File: src/rtl/vga_pkg.sv
// ----------------------------------------------------------------------------
// vga_pkg
//   Shared definitions for the BeeInvaders display path: 640x480@60 VGA timing
//   constants (in pixels, lines and i_clk cycles), the frame-scheduler state
//   encoding and the client index width.
// ----------------------------------------------------------------------------
package vga_pkg;

    // Horizontal timing, in pixels.
    localparam int unsigned H_VISIBLE  = 640;
    localparam int unsigned H_FRONT    = 16;
    localparam int unsigned H_SYNC     = 96;
    localparam int unsigned H_BACK     = 48;
    localparam int unsigned H_TOTAL    = H_VISIBLE + H_FRONT + H_SYNC + H_BACK;  // 800

    // Vertical timing, in lines.
    localparam int unsigned V_VISIBLE  = 480;
    localparam int unsigned V_FRONT    = 10;
    localparam int unsigned V_SYNC     = 2;
    localparam int unsigned V_BACK     = 33;
    localparam int unsigned V_TOTAL    = V_VISIBLE + V_FRONT + V_SYNC + V_BACK;  // 525

    // 100 MHz i_clk against a 25 MHz pixel clock.
    localparam int unsigned CLK_PER_PX = 4;

    // Lines between the start of vsync and the first active line.
    localparam int unsigned BLANK_LINES = V_SYNC + V_BACK;                      // 35
    localparam int unsigned BLANK_CYC   = BLANK_LINES * H_TOTAL * CLK_PER_PX;   // 112000

    // Client indexing: up to 16 clients, also the width of o_err_id.
    localparam int unsigned MAX_CLIENTS = 16;
    localparam int unsigned IDX_W       = 4;

    typedef enum logic [1:0] {
        StIdle,
        StLaunch,
        StWait,
        StCommit
    } sched_state_t;

endpackage

File: src/rtl/sync_edge_detect.sv
// ----------------------------------------------------------------------------
// sync_edge_detect
//   Registers a signal that is already synchronous to i_clk once and reports
//   its rising and falling edges combinationally in the cycle the new level is
//   presented.
//
// Ports:
//   i_clk   - system clock
//   i_rst   - synchronous, active-high reset (history flop loads RST_VAL)
//   i_sig   - signal to watch
//   o_rise  - previous sample 0, current level 1
//   o_fall  - previous sample 1, current level 0
// ----------------------------------------------------------------------------
module sync_edge_detect #(
    parameter logic RST_VAL = 1'b0
) (
    input  logic i_clk,
    input  logic i_rst,
    input  logic i_sig,
    output logic o_rise,
    output logic o_fall
);

    logic sig_q;
    logic sig_d;

    always_comb begin
        sig_d = i_sig;
    end

    always_ff @(posedge i_clk) begin
        if (i_rst) begin
            sig_q <= RST_VAL;
        end else begin
            sig_q <= sig_d;
        end
    end

    assign o_rise = ~sig_q & i_sig;
    assign o_fall = sig_q & ~i_sig;

endmodule

File: src/rtl/vblank_scheduler.sv
// ----------------------------------------------------------------------------
// vblank_scheduler
//   Per-frame sequencer for the game-logic clients. A falling edge of vsync
//   (while enabled and idle) starts a frame: each client is launched in turn
//   with a one-cycle start pulse and must answer done before its cycle budget
//   expires and before the active video region begins. If every client
//   finishes, one commit strobe lets the display buffers swap; otherwise the
//   frame is dropped and a sticky overrun flag records the offending client.
//
// Ports:
//   i_clk        - 100 MHz system clock
//   i_rst        - synchronous, active-high reset
//   i_vsync      - VGA vertical sync, active low
//   i_active     - VGA active-pixel flag
//   i_enable     - scheduling enable, looked at only when idle
//   i_done       - per-client completion, only the current client is heard
//   i_clr_err    - clears o_overrun / o_err_id (a same-cycle error wins)
//   o_start      - one-hot single-cycle client start
//   o_busy       - a frame sequence is in progress
//   o_commit     - single-cycle buffer-swap strobe
//   o_overrun    - sticky: client timeout or active video reached first
//   o_err_id     - client index of the most recent error
//   o_frame_cnt  - frames started, wraps
// ----------------------------------------------------------------------------
module vblank_scheduler
    import vga_pkg::*;
#(
    parameter int unsigned NCLIENTS    = 4,
    parameter int unsigned TIMEOUT_CYC = 16384,
    parameter int unsigned CNT_W       = 16
) (
    input  logic                i_clk,
    input  logic                i_rst,
    input  logic                i_vsync,
    input  logic                i_active,
    input  logic                i_enable,
    input  logic [NCLIENTS-1:0] i_done,
    input  logic                i_clr_err,
    output logic [NCLIENTS-1:0] o_start,
    output logic                o_busy,
    output logic                o_commit,
    output logic                o_overrun,
    output logic [IDX_W-1:0]    o_err_id,
    output logic [CNT_W-1:0]    o_frame_cnt
);

    localparam int unsigned TMR_W = $clog2(TIMEOUT_CYC);

    localparam logic [TMR_W-1:0] TMR_LAST = TMR_W'(TIMEOUT_CYC - 1);
    localparam logic [IDX_W-1:0] IDX_LAST = IDX_W'(NCLIENTS - 1);

    // ------------------------------------------------------------------------
    // Edge detection on the timing generator outputs
    // ------------------------------------------------------------------------
    logic vs_fall;
    logic act_rise;
    logic unused_vs_rise;
    logic unused_act_fall;

    // vsync idles high, so its history resets to 1 to avoid a false fall.
    sync_edge_detect #(
        .RST_VAL (1'b1)
    ) u_vsync_edge (
        .i_clk  (i_clk),
        .i_rst  (i_rst),
        .i_sig  (i_vsync),
        .o_rise (unused_vs_rise),
        .o_fall (vs_fall)
    );

    sync_edge_detect #(
        .RST_VAL (1'b0)
    ) u_active_edge (
        .i_clk  (i_clk),
        .i_rst  (i_rst),
        .i_sig  (i_active),
        .o_rise (act_rise),
        .o_fall (unused_act_fall)
    );

    // ------------------------------------------------------------------------
    // State
    // ------------------------------------------------------------------------
    sched_state_t       state_q,   state_d;
    logic [IDX_W-1:0]   idx_q,     idx_d;
    logic [TMR_W-1:0]   timer_q,   timer_d;
    logic [CNT_W-1:0]   frame_q,   frame_d;
    logic               overrun_q, overrun_d;
    logic [IDX_W-1:0]   err_id_q,  err_id_d;

    // One-hot decode of the current client index.
    logic [NCLIENTS-1:0] idx_sel;
    logic                done_sel;
    logic                err_set;

    always_comb begin
        idx_sel = '0;
        for (int i = 0; i < NCLIENTS; i++) begin
            if (idx_q == IDX_W'(i)) begin
                idx_sel[i] = 1'b1;
            end
        end
    end

    // Only the client being waited on is listened to.
    assign done_sel = |(i_done & idx_sel);

    // ------------------------------------------------------------------------
    // Next-state logic
    // ------------------------------------------------------------------------
    always_comb begin
        state_d   = state_q;
        idx_d     = idx_q;
        timer_d   = timer_q;
        frame_d   = frame_q;
        overrun_d = overrun_q;
        err_id_d  = err_id_q;
        err_set   = 1'b0;

        if (i_clr_err) begin
            overrun_d = 1'b0;
            err_id_d  = '0;
        end

        unique case (state_q)
            StIdle: begin
                if (vs_fall && i_enable) begin
                    idx_d   = '0;
                    frame_d = frame_q + CNT_W'(1);
                    state_d = StLaunch;
                end
            end

            StLaunch: begin
                if (act_rise) begin
                    err_set = 1'b1;
                    state_d = StIdle;
                end else begin
                    timer_d = '0;
                    state_d = StWait;
                end
            end

            StWait: begin
                timer_d = timer_q + TMR_W'(1);
                // Active video beats a same-cycle done: the swap would tear.
                if (act_rise) begin
                    err_set = 1'b1;
                    state_d = StIdle;
                end else if (done_sel) begin
                    if (idx_q == IDX_LAST) begin
                        state_d = StCommit;
                    end else begin
                        idx_d   = idx_q + IDX_W'(1);
                        state_d = StLaunch;
                    end
                end else if (timer_q == TMR_LAST) begin
                    err_set = 1'b1;
                    state_d = StIdle;
                end
            end

            StCommit: begin
                state_d = StIdle;
            end

            default: begin
                state_d = StIdle;
            end
        endcase

        // A new error overrides a coincident clear.
        if (err_set) begin
            overrun_d = 1'b1;
            err_id_d  = idx_q;
        end
    end

    always_ff @(posedge i_clk) begin
        if (i_rst) begin
            state_q   <= StIdle;
            idx_q     <= '0;
            timer_q   <= '0;
            frame_q   <= '0;
            overrun_q <= 1'b0;
            err_id_q  <= '0;
        end else begin
            state_q   <= state_d;
            idx_q     <= idx_d;
            timer_q   <= timer_d;
            frame_q   <= frame_d;
            overrun_q <= overrun_d;
            err_id_q  <= err_id_d;
        end
    end

    // ------------------------------------------------------------------------
    // Outputs
    // ------------------------------------------------------------------------
    assign o_start     = (state_q == StLaunch) ? idx_sel : '0;
    assign o_busy      = (state_q != StIdle);
    assign o_commit    = (state_q == StCommit);
    assign o_overrun   = overrun_q;
    assign o_err_id    = err_id_q;
    assign o_frame_cnt = frame_q;

endmodule

File: config.mk
export PLATFORM = sky130hd
export DESIGN_NAME = vblank_scheduler
export DESIGN_NICKNAME = d
export VERILOG_FILES = /design/src/rtl/vga_pkg.sv /design/src/rtl/sync_edge_detect.sv /design/src/rtl/vblank_scheduler.sv
export SDC_FILE = /design/constraint.sdc
export NUM_CORES = 1
export LEC_CHECK = 0
export ABC_CLOCK_PERIOD_IN_PS = 1800
export CORE_ASPECT_RATIO = 1.1
export CORE_MARGIN = 2
export CORE_UTILIZATION = 47
export DETAILED_ROUTE_END_ITERATION = 10
export GPL_TIMING_DRIVEN = 0
export PLACE_DENSITY_LB_ADDON = 0.08
export SKIP_CTS_REPAIR_TIMING = 1
export SYNTH_ARGS = -nofsm -noshare
export SYNTH_HDL_FRONTEND = slang
export SYNTH_SLANG_ARGS = --single-unit
export TNS_END_PERCENT = 20
File: constraint.sdc
create_clock -name i_clk -period 1.8 [get_ports i_clk]
set_input_delay 0.36 -clock i_clk [delete_from_list [all_inputs] [get_ports i_clk]]
set_output_delay 0.36 -clock i_clk [all_outputs]
set_load 0.05 [all_outputs]
After elaboration in Yosys (flattened, before gate mapping)

Index checks and enable logic that the tools add are counted.

Register bits: 43
Bits of input ports: 10
Output and inout bits: 27
Word-level logic and storage cells: 69

$add $sub $neg: 3
Equal/unequal tests: 13
Multiplexer cells: 28
Bitwise logic cells: 5
Reductions and logical operators: 12

Operators with widths:

| operator                                                              | count |
|---|---|
| 4-bit 2-to-1 mux                                                      | 7 |
| 14-bit one-hot mux with 2 select lines                                | 1 |
| 16-bit by 1-bit adder with 16-bit output, second input constant       | 1 |
| 14-bit by 1-bit adder with 14-bit output, second input constant       | 1 |
| 14-bit equality test, second input constant                           | 1 |
| 14-bit 2-to-1 mux                                                     | 1 |
| 2-bit 2-to-1 mux                                                      | 6 |
| 1-bit 2-to-1 mux                                                      | 10 |
| 2-bit inequality test, second input constant                          | 5 |
| 4-bit by 2-bit equality test with 1-bit output, second input constant | 2 |
| 2-bit one-hot mux with 4 select lines                                 | 1 |
| 4-bit one-hot mux with 2 select lines                                 | 1 |
| 2-bit nonzero test                                                    | 4 |
| 2-bit AND reduction                                                   | 3 |
| 5-bit AND reduction                                                   | 1 |
| 4-bit by 1-bit adder with 4-bit output, second input constant         | 1 |
| 4-bit AND                                                             | 1 |
| 2-bit equality test, second input constant                            | 2 |
| 4-bit by 1-bit equality test with 1-bit output, second input constant | 1 |
| 4-bit logical NOT                                                     | 1 |
| 4-bit inequality test, second input constant                          | 1 |
| 4-bit OR reduction                                                    | 1 |
| 1-bit AND                                                             | 2 |
| 2-bit by 1-bit equality test with 1-bit output, second input constant | 1 |
| other kinds (4)                                                       | 5 |

Depth between registers and ports, before layout

Depth after elaboration: 8
Depth in mapped cells: 9
Gate-level depth less buffers: 7

Modules after synthesis

A second synthesis with hierarchy kept.

Cells, all modules: 250
Area total of the unflattened synthesis: 2124.5 um2

By module, submodules not included:

| module                           | times used | cells an instance | area each (um2) | seq. area each (um2) |
|---|---|---|---|---|
| vblank_scheduler                 | 1          | 242               | 2045.7          | 820.8 |
| sync_edge_detect (u_vsync_edge)  | 1          | 4                 | 40.0            | 20.0 |
| sync_edge_detect (u_active_edge) | 1          | 4                 | 38.8            | 20.0 |

Worst setup path after synthesis

Ideal clock, no wire load.

Path type: register to register
From: reg frame_q[3] (netlist: o_frame_cnt[3])
To: reg frame_q[15] (netlist: o_frame_cnt[15])
Setup time: 0.128 ns
Arrival time: 1.685 ns
Required time: 1.672 ns
Setup slack: -0.013 ns
Cell stages (with the launch flop): 6
Path buffers: 0
Clock period less this slack: 1.813 ns
Cells stage by stage: dfxtp_1 and4_1 nand3_1 nor4_1 xnor2_1 nor2_1

Word-level cells in the longest chain between the ends: 1

Ends and longest elaborated chain:

| item                                     | line                    | RTL |
|---|---|---|
| start, declared                          | vblank_scheduler.sv:87  | `logic [CNT_W-1:0] frame_q, frame_d;` |
| start signal, assigned                   | vblank_scheduler.sv:191 | `frame_q <= frame_d;` |
| 16-bit by 1-bit adder with 16-bit output | vblank_scheduler.sv:129 | `frame_d = frame_q + CNT_W'(1);` |

No other way between the ends.
A chain may end at the register's enable or synchronous reset.

Worst setup path after layout

From: reg state_q[1]
To: reg frame_q[9] (netlist: o_frame_cnt[9])

Word-level cells in the longest chain between the ends: 2

Ends and longest elaborated chain:

| item                                 | line                    | RTL |
|---|---|---|
| start, declared                      | vblank_scheduler.sv:84  | `sched_state_t state_q, state_d;` |
| start signal, assigned               | vblank_scheduler.sv:181 | `state_q <= StIdle;` |
| start signal, assigned               | vblank_scheduler.sv:188 | `state_q <= state_d;` |
| 2-bit logical NOT                    | vblank_scheduler.sv:125 | `unique case (state_q)` |
| 2-bit AND reduction (no source line) | --                      |  |

No other way between the ends.

==> impl_metrics.py <==
metrics = {
    "outcome": {
        "status": "complete, but fails checks",
        "violations": "negative setup slack",
    },
    "cells_and_area": {
        "finish.instance_area_sq_mm": 0.00275,
        "layout.nets": 308,
        "multi_input_area_sq_mm": 0.00122,
        "drive_gt1_share_pct": 13.8,
        "utilization_pct": 63.7,
        "fillerInstances": 388,
        "fin_cells": 343,
        "seq_area_sq_um": 865,
        "area_delta_synth_final_pct": 28.9,
        "antenna_cells": 0,
    },
    "setup_path": {
        "r2r_setup_slack_ns": -0.15,
        "reg2reg_from": "state_q[1]$_SDFFE_PP0P_",
        "max_stage_delay_ns": 0.50,
        "worstReg2RegEnd": "o_frame_cnt[9]$_SDFFE_PP0P_",
        "cp_slowest_cell": "or3_2",
        "worst_ep_arrival_time_ns": 2.18,
        "start_kind": "register",
        "setup.worst_path.end_class": "register",
        "crit_required_ns": 2.03,
        "crit_family": "simple AND/OR/NAND/NOR gates",
        "worstPathMaxFanout": 10,
        "reg2reg_depth": 7,
        "cp_cell_sequence": "inv_1 > ha_2 > and4b_1 > buf_6 > nand4_4 > or3_2 > a21oi_1",
        "crit_type": "reg2reg",
        "path_buf_inv": 2,
    },
    "drt": {
        "drt_wl_total_um": 4350,
        "via_count": 1761,
        "drc": 0,
        "wl_per_cell_um": 12.7,
        "first_pass_iters": 4,
        "ant_nets": 0,
        "drtIter0Drc": 84,
        "via_per_inst": 5.13,
    },
    "global_routing": {
        "grt_max_degree": 14,
        "groute.usage.overall_pct": 18.1,
        "grt_pass1_vias": 1574,
        "antenna_found_initial": 0,
        "overflow": 0,
        "grt_pass1_wl_um": 7020,
    },
    "logic_synthesis": {
        "synth-warning-count": 0,
        "synth-edff-count": 0,
        "synthDistinctLibCells": 45,
        "seq_area_frac_synth_pct": 40.4,
        "avgSynthCellArea_sq_um": 8.66,
        "ys_ff_latch": 43,
        "synth_area_leaders": "dfxtp_1 40%, xnor2_1 6.2%, ha_1 5.9%",
        "yosys-top-cells-count": "43 x dfxtp_1, 32 x nor2_1, 15 x inv_1, 15 x xnor2_1, 14 x nand2_1",
        "yosys.cell_count.top_type": "dfxtp_1",
        "synth.top_cell.area_share_pct": 40.4,
        "async_flop_share_pct": 0,
        "yosys.area.top_type": "dfxtp_1",
        "synth_nets": 266,
        "synth_area_sq_mm": 0.00213,
        "ys.flop_type": "dfxtp_1",
        "syn_inst": 246,
    },
    "place": {
        "placedCellCount": 335,
        "dp_hpwl_um": 3070,
        "place_area_sq_mm": 0.00255,
        "gp_congestion": 0.729,
        "numPortBuffers": 35,
    },
    "power": {
        "peakVddDrop_uv": 505,
        "pwr-share-clk_pct": 29.4,
        "seq_power_share_pct": 49.2,
        "p_leak_nw": 1.40,
        "swShare_pct": 31.3,
        "combinationalPowerShare_pct": 21.4,
        "p_per_area_mw_per_mm2": 746,
        "p_int_w": 0.00141,
        "p_sw_w": 0.000641,
    },
    "cts": {
        "clk_latency_ns": 0.29,
        "cts_buffers": 5,
        "root_buffer": "clkbuf_8",
        "cts_tree": "done",
        "clock-sinks": 43,
        "clk_pin_slew_ns": 0.08,
        "cts_buffer_depth": 2,
        "htree_num_levels": 2,
    },
    "hold_path": {
        "hold_start": "i_rst",
        "hold_path_depth": 2,
        "hp-class": "in2reg",
        "hold_path_end": "o_frame_cnt[9]$_SDFFE_PP0P_",
    },
    "floorplan": {
        "die_y_um": 74.6,
        "die_x_um": 68.2,
        "core_sq_mm": 0.00432,
        "start_util_pct": 49.4,
        "rows": 25,
        "io_pins": 37,
        "die_area_sq_mm": 0.00509,
    },
    "sta": {
        "maxSlewHeadroom_pct": 65.1,
        "layout_min_cycle_time_ns": 1.95,
        "drv_slew": 0,
        "min_period_over_period_pct": 109,
        "fin_skew_ns": 0.00509,
        "final-hold-violation-count": 0,
        "setup_viol": 20,
        "tightestPinTransition_ns": 0.523,
        "grt_setup_unrepaired": "yes",
        "max_freq_mhz": 512,
        "postLayoutSetupSlackWorst_ns": -0.153,
    },
    "run": {
        "drv_cap": 0,
    },
}
worst max-delay path by stage:
stage / start / endpoint / slack [ns] / cells after the start
after floorplan: o_frame_cnt[4]$_SDFFE_PP0P_ / o_frame_cnt[15]$_SDFFE_PP0P_ / 0.001 / 5
after global placement: i_active / timer_q[6]$_SDFFE_PP0P_ / -0.46 / 6
after CTS: state_q[1]$_SDFFE_PP0P_ / o_start[2] / -0.62 / 4
after global routing: state_q[0]$_SDFFE_PP0P_ / o_frame_cnt[9]$_SDFFE_PP0P_ / -0.29 / 7
after detailed placement: i_active / timer_q[6]$_SDFFE_PP0P_ / -0.41 / 6
final: state_q[1]$_SDFFE_PP0P_ / o_frame_cnt[9]$_SDFFE_PP0P_ / -0.15 / 7
flip-flops by register name, summed over array words and instances (netlist names):
register / flops
u_active_edge.sig_q: 1
idx_q: 4
o_err_id: 4
timer_q: 14
state_q: 2
o_overrun: 1
o_frame_cnt: 16
u_vsync_edge.sig_q: 1
layout make-up:
| class | count | share of cell area [%] |
|---|---|---|
| Sequential cell | 43 | 31.5 |
| Clock inverter | 2 | 0.455 |
| Inverter | 15 | 2.05 |
| Clock buffer | 6 | 2.64 |
| Timing Repair Buffer | 36 | 14.2 |
| Tap cell | 54 | 2.46 |
| Buffer | 9 | 2.19 |
| Multi-Input combinational cell | 178 | 44.5 |
logic make-up after synthesis:
logic type | synth area share [%]
AOI/OAI and AO/OA | 9.86
xor gates and xnor gates | 10.3
adders and majority gates | 5.87
buffers and inverters | 5.40
DFF | 40.4
muxes | 0.998
and+or+nand+nor | 27.2
per-stage QoR:
| stage | total power [W] | TNS (ns) | setup WS, ns | hold WS [ns] |
|---|---|---|---|---|
| global route | 0.00216 | -4.85 | -0.287 | 0.261 |
| detailed placement | 0.00145 | -9.94 | -0.414 | 0.466 |
| finish | 0.00205 | -1.26 | -0.153 | 0.267 |
| floorplan | 0.00133 | 0 | 0.00106 | 0.449 |
| CTS | 0.00205 | -10.94 | -0.615 | 0.256 |
| global placement | 0.00145 | -10.54 | -0.460 | 0.462 |
layout by cell type, fill, tap and decap left out, types with 8 or more instances in the layout:
master / instances
dfxtp_1: 40
nor2_1: 32
dlymetal6s2s_1: 22
inv_1: 15
xnor2_1: 15
a21oi_1: 13
nand2_1: 13
nand3_1: 11
xor2_1: 10
ha_1: 8
clkdlybuf4s50_1: 8
routing by layer:
metal	vias up	global-route usage [%]	part of all wire, %
li1	923	-	-
met1	797	23.2	48
met2	36	30.0	47
met3	5	4.78	4.6
met4	0	5.33	1.1
met5	-	0	0
power groups by stage:
stage	logic [W]	clock network, W	registers [W]
finish	0.000440	0.000602	0.00101
CTS	0.000421	0.000620	0.00101
global placement	0.000420	0	0.00103
detailed placement	0.000419	0	0.00103
floorplan	0.000287	0	0.00104
global route	0.000488	0.000660	0.00102
Power figures use the tool's default switching activity.
